==> src/rtl/fir_output_stage.sv <==
// fir_output_stage: output stage of the FIR datapath.
// Registers each completed accumulator sum, rounds and rescales it from Q-format,
// saturates it to the sample width, and queues the result in a show-ahead FIFO
// behind a valid/ready handshake.
// Build option FIR_OUT_ROUND_EN: when defined, add 2^(Shift-1) before the
// arithmetic shift (round half toward +inf). When undefined, truncate toward -inf.
module fir_output_stage #(
    parameter int AccWidth    = 38,
    parameter int OutputWidth = 16,
    parameter int Shift       = 15,
    parameter int Depth       = 4
) (
    input  logic                     clk,
    input  logic                     rst,
    input  logic [AccWidth-1:0]      acc_in,
    input  logic                     acc_valid,
    input  logic                     flush,
    input  logic                     clr_ovf,
    output logic [OutputWidth-1:0]   dout,
    output logic                     dout_sat,
    output logic                     dout_valid,
    input  logic                     dout_ready,
    output logic [$clog2(Depth):0]   level,
    output logic                     overflow
);

    localparam int PtrW = $clog2(Depth);
    localparam int LvlW = PtrW + 1;
    localparam logic [LvlW-1:0] DepthLvl = LvlW'(Depth);

    // Saturation bounds, expressed at the full width of the shifted sum.
    localparam logic signed [AccWidth:0] MaxQ =
        {{(AccWidth - OutputWidth + 2){1'b0}}, {(OutputWidth - 1){1'b1}}};
    localparam logic signed [AccWidth:0] MinQ = ~MaxQ;
`ifdef FIR_OUT_ROUND_EN
    localparam logic signed [AccWidth:0] RoundOff =
        {{AccWidth{1'b0}}, 1'b1} << (Shift - 1);
`endif

    // Stage A registers.
    logic                a_valid_q;
    logic [AccWidth-1:0] a_q;

    // Stage B combinational results.
    logic signed [AccWidth:0] sum_b;
    logic signed [AccWidth:0] q_b;
    logic [OutputWidth-1:0]   q_sat_b;
    logic                     sat_b;
    logic [OutputWidth:0]     push_word;

    // FIFO state. Each entry is {sat, sample}.
    logic [OutputWidth:0] mem_q [Depth];
    logic [PtrW-1:0]      wr_ptr_q, wr_ptr_d;
    logic [PtrW-1:0]      rd_ptr_q, rd_ptr_d;
    logic [LvlW-1:0]      level_q, level_d;
    logic                 ovf_q, ovf_d;
    logic [OutputWidth:0] out_q, out_d;

    // FIFO control strobes.
    logic            push, pop, full, accept, drop;
    logic [PtrW-1:0] head_idx;
    logic [OutputWidth:0] head_word;

    // Stage A: capture a completed accumulator sum. Flush discards the strobe.
    always_ff @(posedge clk or negedge rst) begin
        if (!rst) begin
            a_valid_q <= 1'b0;
            a_q       <= '0;
        end else begin
            // NOTE: sequential state uses non-blocking assignments so every
            // register samples its inputs from before the edge.
            a_valid_q <= acc_valid && !flush;
            if (acc_valid) begin
                a_q <= acc_in;
            end
        end
    end

    // Stage B: optional rounding offset, arithmetic shift, then saturation.
    always_comb begin
        // NOTE: every always_comb output gets a default first so no path
        // leaves it unassigned, which would infer a latch.
        q_sat_b = q_b[OutputWidth-1:0];
        sat_b   = 1'b0;
`ifdef FIR_OUT_ROUND_EN
        sum_b = $signed({a_q[AccWidth-1], a_q}) + RoundOff;
`else
        sum_b = $signed({a_q[AccWidth-1], a_q});
`endif
        q_b = sum_b >>> Shift;
        if (q_b > MaxQ) begin
            q_sat_b = {1'b0, {(OutputWidth - 1){1'b1}}};
            sat_b   = 1'b1;
        end else if (q_b < MinQ) begin
            q_sat_b = {1'b1, {(OutputWidth - 1){1'b0}}};
            sat_b   = 1'b1;
        end else begin
            q_sat_b = q_b[OutputWidth-1:0];
        end
        push_word = {sat_b, q_sat_b};
    end

    // FIFO next-state: push/pop arbitration, occupancy, overflow and the next head.
    always_comb begin
        push   = a_valid_q && !flush;
        pop    = (level_q != '0) && dout_ready && !flush;
        full   = (level_q == DepthLvl);
        // A push into a full FIFO is still taken when a pop frees a slot on the same edge.
        accept = push && (!full || pop);
        drop   = push && full && !pop;

        level_d  = level_q;
        wr_ptr_d = wr_ptr_q;
        rd_ptr_d = rd_ptr_q;
        if (flush) begin
            level_d  = '0;
            wr_ptr_d = '0;
            rd_ptr_d = '0;
        end else begin
            if (accept) begin
                wr_ptr_d = wr_ptr_q + PtrW'(1);
            end
            if (pop) begin
                rd_ptr_d = rd_ptr_q + PtrW'(1);
            end
            if (accept && !pop) begin
                level_d = level_q + LvlW'(1);
            end else if (pop && !accept) begin
                level_d = level_q - LvlW'(1);
            end
        end

        // A new drop overrides a clear requested on the same edge.
        if (drop) begin
            ovf_d = 1'b1;
        end else if (clr_ovf) begin
            ovf_d = 1'b0;
        end else begin
            ovf_d = ovf_q;
        end

        // The next head is either a stored entry or the word being written into that slot.
        head_idx = pop ? rd_ptr_q + PtrW'(1) : rd_ptr_q;
        if (accept && (head_idx == wr_ptr_q)) begin
            head_word = push_word;
        end else begin
            head_word = mem_q[head_idx];
        end
        // dout holds its last value while the FIFO is empty.
        out_d = (level_d != '0) ? head_word : out_q;
    end

    // FIFO storage: written only on an accepted push.
    // NOTE: the storage array has no reset; level and the pointers decide
    // which entries are valid, so stale contents are never visible.
    always_ff @(posedge clk) begin
        if (accept) begin
            mem_q[wr_ptr_q] <= push_word;
        end
    end

    // FIFO control registers and registered head output.
    always_ff @(posedge clk or negedge rst) begin
        if (!rst) begin
            wr_ptr_q <= '0;
            rd_ptr_q <= '0;
            level_q  <= '0;
            ovf_q    <= 1'b0;
            out_q    <= '0;
        end else begin
            wr_ptr_q <= wr_ptr_d;
            rd_ptr_q <= rd_ptr_d;
            level_q  <= level_d;
            ovf_q    <= ovf_d;
            out_q    <= out_d;
        end
    end

    assign dout       = out_q[OutputWidth-1:0];
    assign dout_sat   = out_q[OutputWidth];
    assign dout_valid = (level_q != '0);
    assign level      = level_q;
    assign overflow   = ovf_q;

endmodule

==> config.mk <==
export PLATFORM = sky130hd
export DESIGN_NAME = fir_output_stage
export DESIGN_NICKNAME = d
export VERILOG_FILES = /design/src/rtl/fir_output_stage.sv
export SDC_FILE = /design/constraint.sdc
export NUM_CORES = 1
export LEC_CHECK = 0
export ABC_AREA = 1
export BUFFER_PORTS_ARGS = -buffer_cell sky130_fd_sc_hd__buf_2
export CORE_MARGIN = 4
export CORE_UTILIZATION = 40
export CTS_CLUSTER_SIZE = 8
export DETAILED_ROUTE_END_ITERATION = 12
export GPL_TIMING_DRIVEN = 0
export PLACE_DENSITY = 0.59
export SYNTH_ARGS = -nofsm -noshare
export SYNTH_HDL_FRONTEND = slang
export SYNTH_SLANG_ARGS = --single-unit
export TNS_END_PERCENT = 10
==> constraint.sdc <==
create_clock -name clk -period 3.36 [get_ports clk]
set_clock_uncertainty 0.15 [all_clocks]
set_input_delay 0.336 -clock clk [delete_from_list [all_inputs] [get_ports clk]]
set_output_delay 0.336 -clock clk [all_outputs]
set_load 0.1 [all_outputs]
=== Word level (Yosys, flattened, before mapping) ===
Memories as Yosys holds them, arrays and structs flattened. A register that Yosys moved wholly into a read port is not among the register bits.
Index checks and enable logic that the tools add are counted.

* Multiplexer cells: 15
* Reduce and logical (&&, ||, !) cells: 19
* Add/subtract/negate cells: 4
* Equal/unequal tests: 1
* $lt $le $gt $ge: 2

{| class="wikitable"
|+ Operator list
! cell !! number
|-
| 2-to-1 mux 16 bit || 2
|-
| greater-than comparator 23 x 16 -> 1 bit (second input constant) || 1
|-
| < comparator 23 x 16 -> 1 bit (second input constant) || 1
|-
| logical AND 1 bit || 9
|-
| 2-to-1 mux 3 bit || 3
|-
| 2-to-1 mux 2 bit || 4
|-
| 2-to-1 mux 1 bit || 6
|-
| nonzero test 3 bit || 2
|-
| zero test 1 bit || 5
|-
| adder 2 x 1 -> 2 bit (second input constant) || 2
|-
| nonzero test 2 bit || 2
|-
| adder 3 x 1 -> 3 bit (second input constant) || 1
|-
| equality test 3 bit (second input constant) || 1
|-
| subtractor 3 x 1 -> 3 bit (second input constant) || 1
|-
| logical OR 1 bit || 1
|}

* Input port bits: 44
* Flip-flop bits (word level): 47
* Logic and storage cells: 48
* RAM bits: 68
* Output and inout bits: 22
* Memories kept: 1

{| class="wikitable"
|+ Memory list
! name !! words !! width !! read ports !! clocked after Yosys merged registers in !! wr ports !! line !! RTL
|-
| mem_q || 4 || 17 || 1 || 1 || 1 || 52 || <nowiki>logic [OutputWidth:0] mem_q [Depth];</nowiki>
|}

=== Depth between registers and ports, before layout ===
Gate-level depths: netlist (run 1).

* Word-level depth: 11
* Gate-level depth with buffers: 15
* Mapped depth without buffers: 14

=== Least setup slack after synthesis (run 1) ===
Ideal clock, no wire load.

* Path kind: register to register
* From: reg level_q[0], in the netlist level[0]
* To: mem mem_q[0][0] in the netlist's numbering, enable pin
* Period minus slack after synthesis: 2.984 ns
* Stages on the path, launching flop included: 6
* Path buffers: 0
* Library setup time: 0.391 ns
* Data arrival time: 2.444 ns
* Required time: 2.819 ns
* Slack: 0.376 ns
* Path through: dfrtp_1 > inv_1 > ha_1 > nand2_1 > o21ai_2 > nor2_1

* Word-level cells in the longest chain between the ends: 7
* Elaborated cells between the ends (all ways): 9
* Classes of those cells: 1 x eq/ne; 2 x mux; 6 x reduce/logical

{| class="wikitable"
|+ RTL lines
! element !! line !! RTL
|-
| from (decl) || 55 || <nowiki>logic [LvlW-1:0] level_q, level_d;</nowiki>
|-
| from (signal assigned) || 173 || <nowiki>level_q <= level_d;</nowiki>
|-
| nonzero test 3 bit || 106 || <nowiki>pop = (level_q != '0) && dout_ready && !flush;</nowiki>
|-
| logical AND 1 bit (2 in series) || 106 ||
|-
| logical OR 1 bit (*) || 109 || <nowiki>accept = push && (!full || pop);</nowiki>
|-
| logical AND 1 bit (*) || 109 ||
|-
| 2-to-1 mux 1 bit (*) || 157 || <nowiki>if (accept) begin</nowiki>
|-
| 2-to-1 mux 1 bit (not written as such) (*) || 158 || <nowiki>mem_q[wr_ptr_q] <= push_word;</nowiki>
|-
| to (decl) || 52 ||
|}

Mark *: on every way between the ends. The rest lies on a longest branch, timed or not.

=== Worst setup path in the final report (run 1) ===
* From: reg level_q[0], in the netlist level[0]
* To: reg out_q[2] (read register of mem_q)

* Word-level cells in the longest chain between the ends: 11
* Elaborated cells between the ends (all ways): 18
* Classes of those cells: 2 x add/sub; 1 x eq/ne; 4 x mux; 11 x reduce/logical

{| class="wikitable"
|+ RTL lines
! element !! line !! RTL
|-
| nonzero test 3 bit || 106 ||
|-
| logical AND 1 bit (2 in series) || 106 ||
|-
| logical OR 1 bit || 109 ||
|-
| logical AND 1 bit || 109 ||
|-
| zero test 1 bit || 128 || <nowiki>end else if (pop && !accept) begin</nowiki>
|-
| logical AND 1 bit || 128 ||
|-
| 2-to-1 mux 3 bit || 128 ||
|-
| 2-to-1 mux 3 bit || 126 || <nowiki>if (accept && !pop) begin</nowiki>
|-
| 2-to-1 mux 3 bit || 115 || <nowiki>if (flush) begin</nowiki>
|-
| nonzero test 3 bit || 150 || <nowiki>out_d = (level_d != '0) ? head_word : out_q;</nowiki>
|-
| to (decl) || 57 || <nowiki>logic [OutputWidth:0] out_q, out_d;</nowiki>
|}

Several ways; a longest one is shown, not always the timed one.
A chain may end at the register's enable or synchronous reset.

==> impl_metrics.csv, run 1 <==
group,metric,value,unit
outcome,outcome,"finished with violations",
outcome,violations,"hold timing",
sta,setup_slack,1.01,ns
critical_path,endpoint,"out_q[2]$_DFFE_PN0P_",
sta,setup_viol,0,
detailed_routing,first_iter_violations,253,
synthesis,yosys_warnings,0,
sta,worstMarginPinSlew,1.12,ns
critical_path,ff2ff_path_depth,12,
die,fp.dieArea,15500,um2
global_route,grt_pass1_vias,4115,
synthesis,synth.avg_cell_area,9.48,um2
critical_path,path_class,"reg -> reg",
sta,post-route-period-util,70.0,%
sta,rsz0062_at_grt,"no",
power_and_ir_drop,powerDensity,778,nW/um2
detailed_routing,ant_nets,0,
power_and_ir_drop,p_sw,1970,uW
synthesis,synth_edf_count,68,
power_and_ir_drop,clockPowerShare,38.0,%
global_route,grt_usage,16.9,%
critical_path,setup.worst_path.start_class,"flip-flop",
final_layout,nFillCells,1190,
power_and_ir_drop,peakVddDrop,0.000293,V
synthesis,synth-seq-cells,117,
critical_path,crit_path_end_kind,"flip-flop",
detailed_routing,drt-total-wl,12.6,mm
die,die_height,125,um
power_and_ir_drop,pwr-share-comb,28.9,%
synthesis,yosys.area.top_type,"edfxtp_1",
flow_run,maxCapViolCount,0,
detailed_routing,vias,4170,
detailed_routing,drc,0,
clock_tree,clock_path_buffers,2,
critical_path,cp.arrival,2.51,ns
sta,setup_tns,0,ns
sta,timing.hold.ws,-0.0183,ns
final_layout,final_layout_size_suffix_gt1_share,18.9,%
clock_tree,clkTransAtPathRegs,0.05,ns
synthesis,yosysSeqAreaShare,60.0,%
global_route,grt_remaining_overflow,0,
global_route,grt_antenna_before_repair,0,
power_and_ir_drop,power_leakage,0.00321,uW
power_and_ir_drop,p_int,3380,uW
critical_path,critPathMaxFanout,10,
synthesis,synth_area,5440,um2
power_and_ir_drop,seqPwrFrac,33.1,%
synthesis,synth_cell_types,28,
detailed_routing,vias_per_cell,4.85,
detailed_routing,wl_per_cell,14.6,um
synthesis,synthArstFlopShare,41.9,%
critical_path,reg2reg_to,"out_q[2]$_DFFE_PN0P_",
place,gp_congestion,0.859,
die,fp-row-count,42,
critical_path,r2r_slack,1.01,ns
synthesis,syn_nets,625,
critical_path,crit_required,3.51,ns
synthesis,yosysMostFrequentCell,"nand2_1",
sta,fin_crit,2.35,ns
critical_path,startpoint,"level[0]$_DFF_PN0_",
die,initial_core_util,40.9,%
place,dpl_worst_slack,1.01,ns
synthesis,synthTopCellsByArea,"edfxtp_1 (38%), dfrtp_1 (23%), nand2_1 (13%)",
global_route,grt_max_degree,50,
die,fp.dieW,125,um
critical_path,r2r_start,"level[0]$_DFF_PN0_",
synthesis,synthTopCellsByCount,"nand2_1 (194), nand3_1 (110), edfxtp_1 (68)",
sta,relSlewSlack,25.2,%
clock_tree,numCtsBuffers,17,
global_route,grt_pass1_wl,20.6,mm
sta,hold_viol,15,
clock_tree,worstSkewPairLatency,0.42,ns
clock_tree,cts_root_buffer,"clkbuf_16",
sta,slew_violations,0,
clock_tree,tritoncts,"yes",
final_layout,fin_nets,721,
clock_tree,cts_sinks,117,
place,dp_hpwl,8.73,mm
die,io_pins,66,
synthesis,ys.flop_type,"edfxtp_1",
place,port_buffers,49,
clock_tree,cts_setup_buffers,0,
power_and_ir_drop,swShare,36.9,%
die,coreArea,13300,um2
synthesis,syn_inst,574,
detailed_routing,firstDrtPassIters,5,
sta,max_freq,425,MHz
synthesis,netlist.area_leader.share,37.5,%
final_layout,n_antenna_cell,0,
worst_hold_path,hp-class,"in -> async",
clock_tree,htreeDepth,4,
final_layout,syn_to_final_growth,26.3,%
==> cell usage in the layout, fill, tap and decap left out, drive strengths merged <==
cell type	n
nand3	114
nand4	20
buf	71
clkbuf	27
inv	52
a22o	1
clkinvlp	2
ha	7
edfxtp	68
dfrtp	49
o21ai	12
bufinv	6
nand2	203
xor2	1
clkinv	6
a21oi	1
nor2	19
dlygate4sd3	24
==> stage by stage <==
step | utilization (%) | power [uW] | instance area [um2] | instances | hold slack, ns
2_1_floorplan | - | 3010 | 5440 | 574 | -0.110
3_3_place_gp | 44.4 | 3310 | 5910 | 799 | 0.308
3_5_place_dp | 44.9 | 3330 | 5970 | 803 | 0.309
4_1_cts | 51.7 | 5390 | 6880 | 859 | 0.00248
5_1_grt | 51.7 | 5570 | 6880 | 859 | 0.0172
6_report | 51.7 | 5350 | 6880 | 859 | -0.0183
==> area by class of cell <==
cell class              count  area, um2  share of cell area [%]
flip-flops and latches    117       3270                    47.5
multi-input cells         378       1830                    26.6
repair buffers             77        542                    7.88
inverters                  52        199                    2.89
well taps                 176        220                    3.20
clock inverters            14        231                    3.37
clock buffers              18        429                    6.24
plain buffers              27        156                    2.27
==> worst min path at each step <==
stage | start | endpoint | slack (ns)
detailed placement | a_q[25]$_DFFE_PN0P_ | a_q[25]$_DFFE_PN0P_ | 0.31
CTS | rst | a_q[36]$_DFFE_PN0P_ | 0.002
global placement | a_q[21]$_DFFE_PN0P_ | a_q[21]$_DFFE_PN0P_ | 0.31
finish | rst | a_q[36]$_DFFE_PN0P_ | -0.02
global route | acc_valid | a_q[37]$_DFFE_PN0P_ | 0.02
floorplan | rst | a_q[15]$_DFFE_PN0P_ | -0.11
==> repair_timing <==
| item | CTS | global route |
|---|---|---|
| endpoints found under the setup margin | 0 | 0 |
| hold buffers | 24 | 0 |
| gates resized for setup | 0 | 0 |
| hold endpoints to repair | 24 | 0 |
==> worst max-delay path: stages (launching register included) <==
cell	delay (ns)
dfrtp_1	0.41
inv_1	0.12
ha_1	0.27
nand2_1	0.15
o21ai_2	0.37
inv_2	0.09
nand2_2	0.13
nor2_8	0.06
nand2_4	0.11
buf_6	0.15
nand2_1	0.06
nand3_1	0.11
nand2_1	0.06
==> cells by family after synthesis <==
family,synth area share [%]
xor+xnor,0.161
flops,60.0
compound gates,1.49
fa+ha+maj,1.61
simple gates,30.2
buf+inv,6.53
==> layer usage <==
| layer | vias up | share of wire, % | routed length, um | global-route usage, % |
|---|---|---|---|---|
| li1 | 2097 | - | - | - |
| met1 | 1933 | 47 | 5960 | 22.3 |
| met2 | 121 | 45 | 5660 | 26.2 |
| met3 | 19 | 5.2 | 658 | 4.20 |
| met4 | 0 | 2.2 | 278 | 7.80 |
| met5 | - | 0 | 0 | 0 |
==> registers in the layout, summed over array words and instances, names as in the netlist <==
signal     count
a_q           23
a_valid_q      1
level          3
mem_q         68
out_q         17
overflow       1
rd_ptr_q       2
wr_ptr_q       2
==> power groups by stage <==
stage          logic (uW)  registers [uW]  clock network (uW)
4_1_cts              1560            1770                2060
6_report             1550            1770                2030
2_1_floorplan         484            2530                   0
5_1_grt              1660            1790                2120
3_3_place_gp         1510            1800                   0
3_5_place_dp         1530            1800                   0
No activity file was read; power rests on OpenSTA's default activity.
==> inputs of run 2 (changes only) <==
==> constraint.sdc (replaced) <==
create_clock -name clk -period 2.3 [get_ports clk]
set_clock_uncertainty 0.15 [all_clocks]
set_input_delay 0.23 -clock clk [delete_from_list [all_inputs] [get_ports clk]]
set_output_delay 0.23 -clock clk [all_outputs]
set_load 0.1 [all_outputs]
==> impl_metrics.csv, run 2 (synthesis results as in run 1) <==
group,metric,value,unit
outcome,outcome,"finished, final reports clean",
detailed_routing,wl_per_cell,14.9,um
critical_path,crit_family,"simple AND/OR/NAND/NOR gates",
global_route,grt_max_degree,50,
sta,post-route-period-util,97.9,%
die,fp.dieArea,15500,um2
die,initial_core_util,40.9,%
final_layout,ff_latch_area,3280,um2
final_layout,layout_common_cells,"nand2_1 (193), nand3_1 (110), edfxtp_1 (68), buf_2 (57), dfrtp_1 (46)",
critical_path,ff2ff_path_depth,11,
die,fp.dieW,125,um
critical_path,critPathBufInv,2,
final_layout,stdcell_count,858,
critical_path,r2r_slack,0.05,ns
sta,fin_crit,2.25,ns
global_route,grt_usage,17.5,%
worst_hold_path,hold_depth,4,
final_layout,syn_to_final_growth,26.1,%
final_layout,layout_commonest_cell,"nand2_1",
final_layout,regMostFlops,"mem_q",
worst_hold_path,min_to,"a_q[29]$_DFFE_PN0P_",
final_layout,nFillCells,1217,
final_layout,final_layout_size_suffix_gt1_share,18.9,%
clock_tree,cts_sinks,117,
sta,relSlewSlack,26.9,%
detailed_routing,drc,0,
clock_tree,clock_path_buffers,2,
sta,slew_violations,0,
critical_path,crit_path_end_kind,"flip-flop",
sta,rsz0062_at_grt,"yes",
final_layout,multi_input_area,1910,um2
clock_tree,cts_root_buffer,"clkbuf_16",
clock_tree,worstSkewPairLatency,0.41,ns
die,fp-row-count,42,
sta,setup_slack,0.0481,ns
flow_run,maxCapViolCount,0,
critical_path,cp.arrival,2.46,ns
clock_tree,clkTransAtPathRegs,0.05,ns
global_route,grt_remaining_overflow,0,
worst_hold_path,min_from,"acc_valid",
critical_path,path_cells,"inv_4 -> ha_4 -> nand2_8 -> nand3_4 -> clkbuf_1 -> nand3_1 -> nand3_1 -> nand2_1 -> nand2_1 -> nand3_1 -> nand2_1",
place,dp_hpwl,8.57,mm
die,coreArea,13300,um2
critical_path,reg2reg_to,"out_q[15]$_DFFE_PN0P_",
detailed_routing,firstDrtPassIters,7,
power_and_ir_drop,power_leakage,0.00317,uW
sta,setup_viol,0,
die,die_height,125,um
place,dp_cells,799,
sta,hold_viol,0,
critical_path,path_class,"reg -> reg",
final_layout,fin_nets,720,
worst_hold_path,hp-class,"in -> reg",
power_and_ir_drop,peakVddDrop,0.000482,V
critical_path,r2r_start,"level[0]$_DFF_PN0_",
final_layout,n_antenna_cell,0,
place,port_buffers,49,
global_route,grt_pass1_vias,4074,
global_route,grt_pass1_wl,21.1,mm
sta,worstMarginPinSlew,1.10,ns
detailed_routing,drt-total-wl,12.8,mm
critical_path,max_stage_delay,0.50,ns
clock_tree,tritoncts,"yes",
detailed_routing,vias_per_cell,4.86,
place,gp_congestion,0.797,
clock_tree,htreeDepth,4,
detailed_routing,vias,4170,
critical_path,setup.worst_path.start_class,"flip-flop",
place,dpl_worst_slack,-0.0506,ns
critical_path,crit_slowest_cell,"dfrtp_4",
sta,max_freq,444,MHz
final_layout,top_regs,"mem_q: 68 flops, a_q: 23 flops, out_q: 17 flops",
detailed_routing,first_iter_violations,196,
global_route,grt_antenna_before_repair,0,
die,io_pins,66,
detailed_routing,ant_nets,0,
clock_tree,numCtsBuffers,17,
final_layout,largest_reg_flops,68,
sta,timing.hold.ws,0.0555,ns
critical_path,critPathMaxFanout,10,
critical_path,crit_required,2.50,ns
power_and_ir_drop,powerDensity,1070,nW/um2
## run 2: changes by cell type in the layout (fill, tap and decap cells not counted), sizes merged
cell,before,now
buf,71,67
bufinv,6,2
clkbuf,27,28
clkinv,6,11
clkinvlp,2,1
dlygate4sd3,24,27
inv,52,51
## run 2: layer usage
metal,global-route usage (%),vias to the layer above,part of all wire [%]
li1,-,2105,-
met1,23.4,1910,46
met2,27.2,141,46
met3,5.53,14,6.8
met4,5.54,0,1.5
met5,0,-,0
## run 2: worst register-to-register path, cell delays in order, from the launching register on
cell,delay [ns]
dfrtp_4,0.50
inv_4,0.09
ha_4,0.18
nand2_8,0.07
nand3_4,0.16
clkbuf_1,0.45
nand3_1,0.15
nand3_1,0.11
nand2_1,0.05
nand2_1,0.07
nand3_1,0.13
nand2_1,0.09
## run 2: report_power, final
part           internal, uW  switching (uW)  leakage [uW]  total (uW)
sequential             2470             113       0.00121        2580
clock                  1560             893      0.000268        2460
combinational           476            1840       0.00170        2320
## run 2: how the worst max path moves through the flow
stage	startpoint	to	slack, ns	cells past startpoint
floorplan	level[0]$_DFF_PN0_	out_q[15]$_DFFE_PN0P_	0.002	12
global placement	level[0]$_DFF_PN0_	mem_q[2][0]$_DFFE_PP_	-0.03	5
detailed placement	level[0]$_DFF_PN0_	mem_q[3][3]$_DFFE_PP_	-0.05	5
CTS	level[0]$_DFF_PN0_	mem_q[3][3]$_DFFE_PP_	-0.05	5
global route	level[0]$_DFF_PN0_	out_q[15]$_DFFE_PN0P_	-0.06	11
finish	level[0]$_DFF_PN0_	out_q[15]$_DFFE_PN0P_	0.05	11
## run 2: stage by stage
| stage | power [uW] | TNS, ns | instance area, um2 | util (%) |
|---|---|---|---|---|
| 2_1_floorplan | 4420 | 0 | 5480 | - |
| 3_3_place_gp | 4840 | -1.23 | 5950 | 44.7 |
| 3_5_place_dp | 4870 | -2.65 | 5950 | 44.7 |
| 4_1_cts | 7380 | -2.21 | 6780 | 51.0 |
| 5_1_grt | 7680 | -0.638 | 6860 | 51.6 |
| 6_report | 7360 | 0 | 6860 | 51.6 |
## run 2: area by class of cell
type | instances | area share, %
Clock inverter | 13 | 1.68
Multi-Input combinational cell | 378 | 27.8
Clock buffer | 19 | 6.31
Sequential cell | 117 | 47.7
Buffer | 27 | 2.70
Inverter | 52 | 3.04
Tap cell | 176 | 3.21
Timing Repair Buffer | 76 | 7.51
## run 2: repair_timing
action,in CTS,in global routing
gates cloned,0,0
buffers inserted,0,0
endpoints found under the hold margin,76,0
hold buffers,27,0
endpoints found under the setup margin,73,85
resized for setup,2,27
pin swaps,0,1
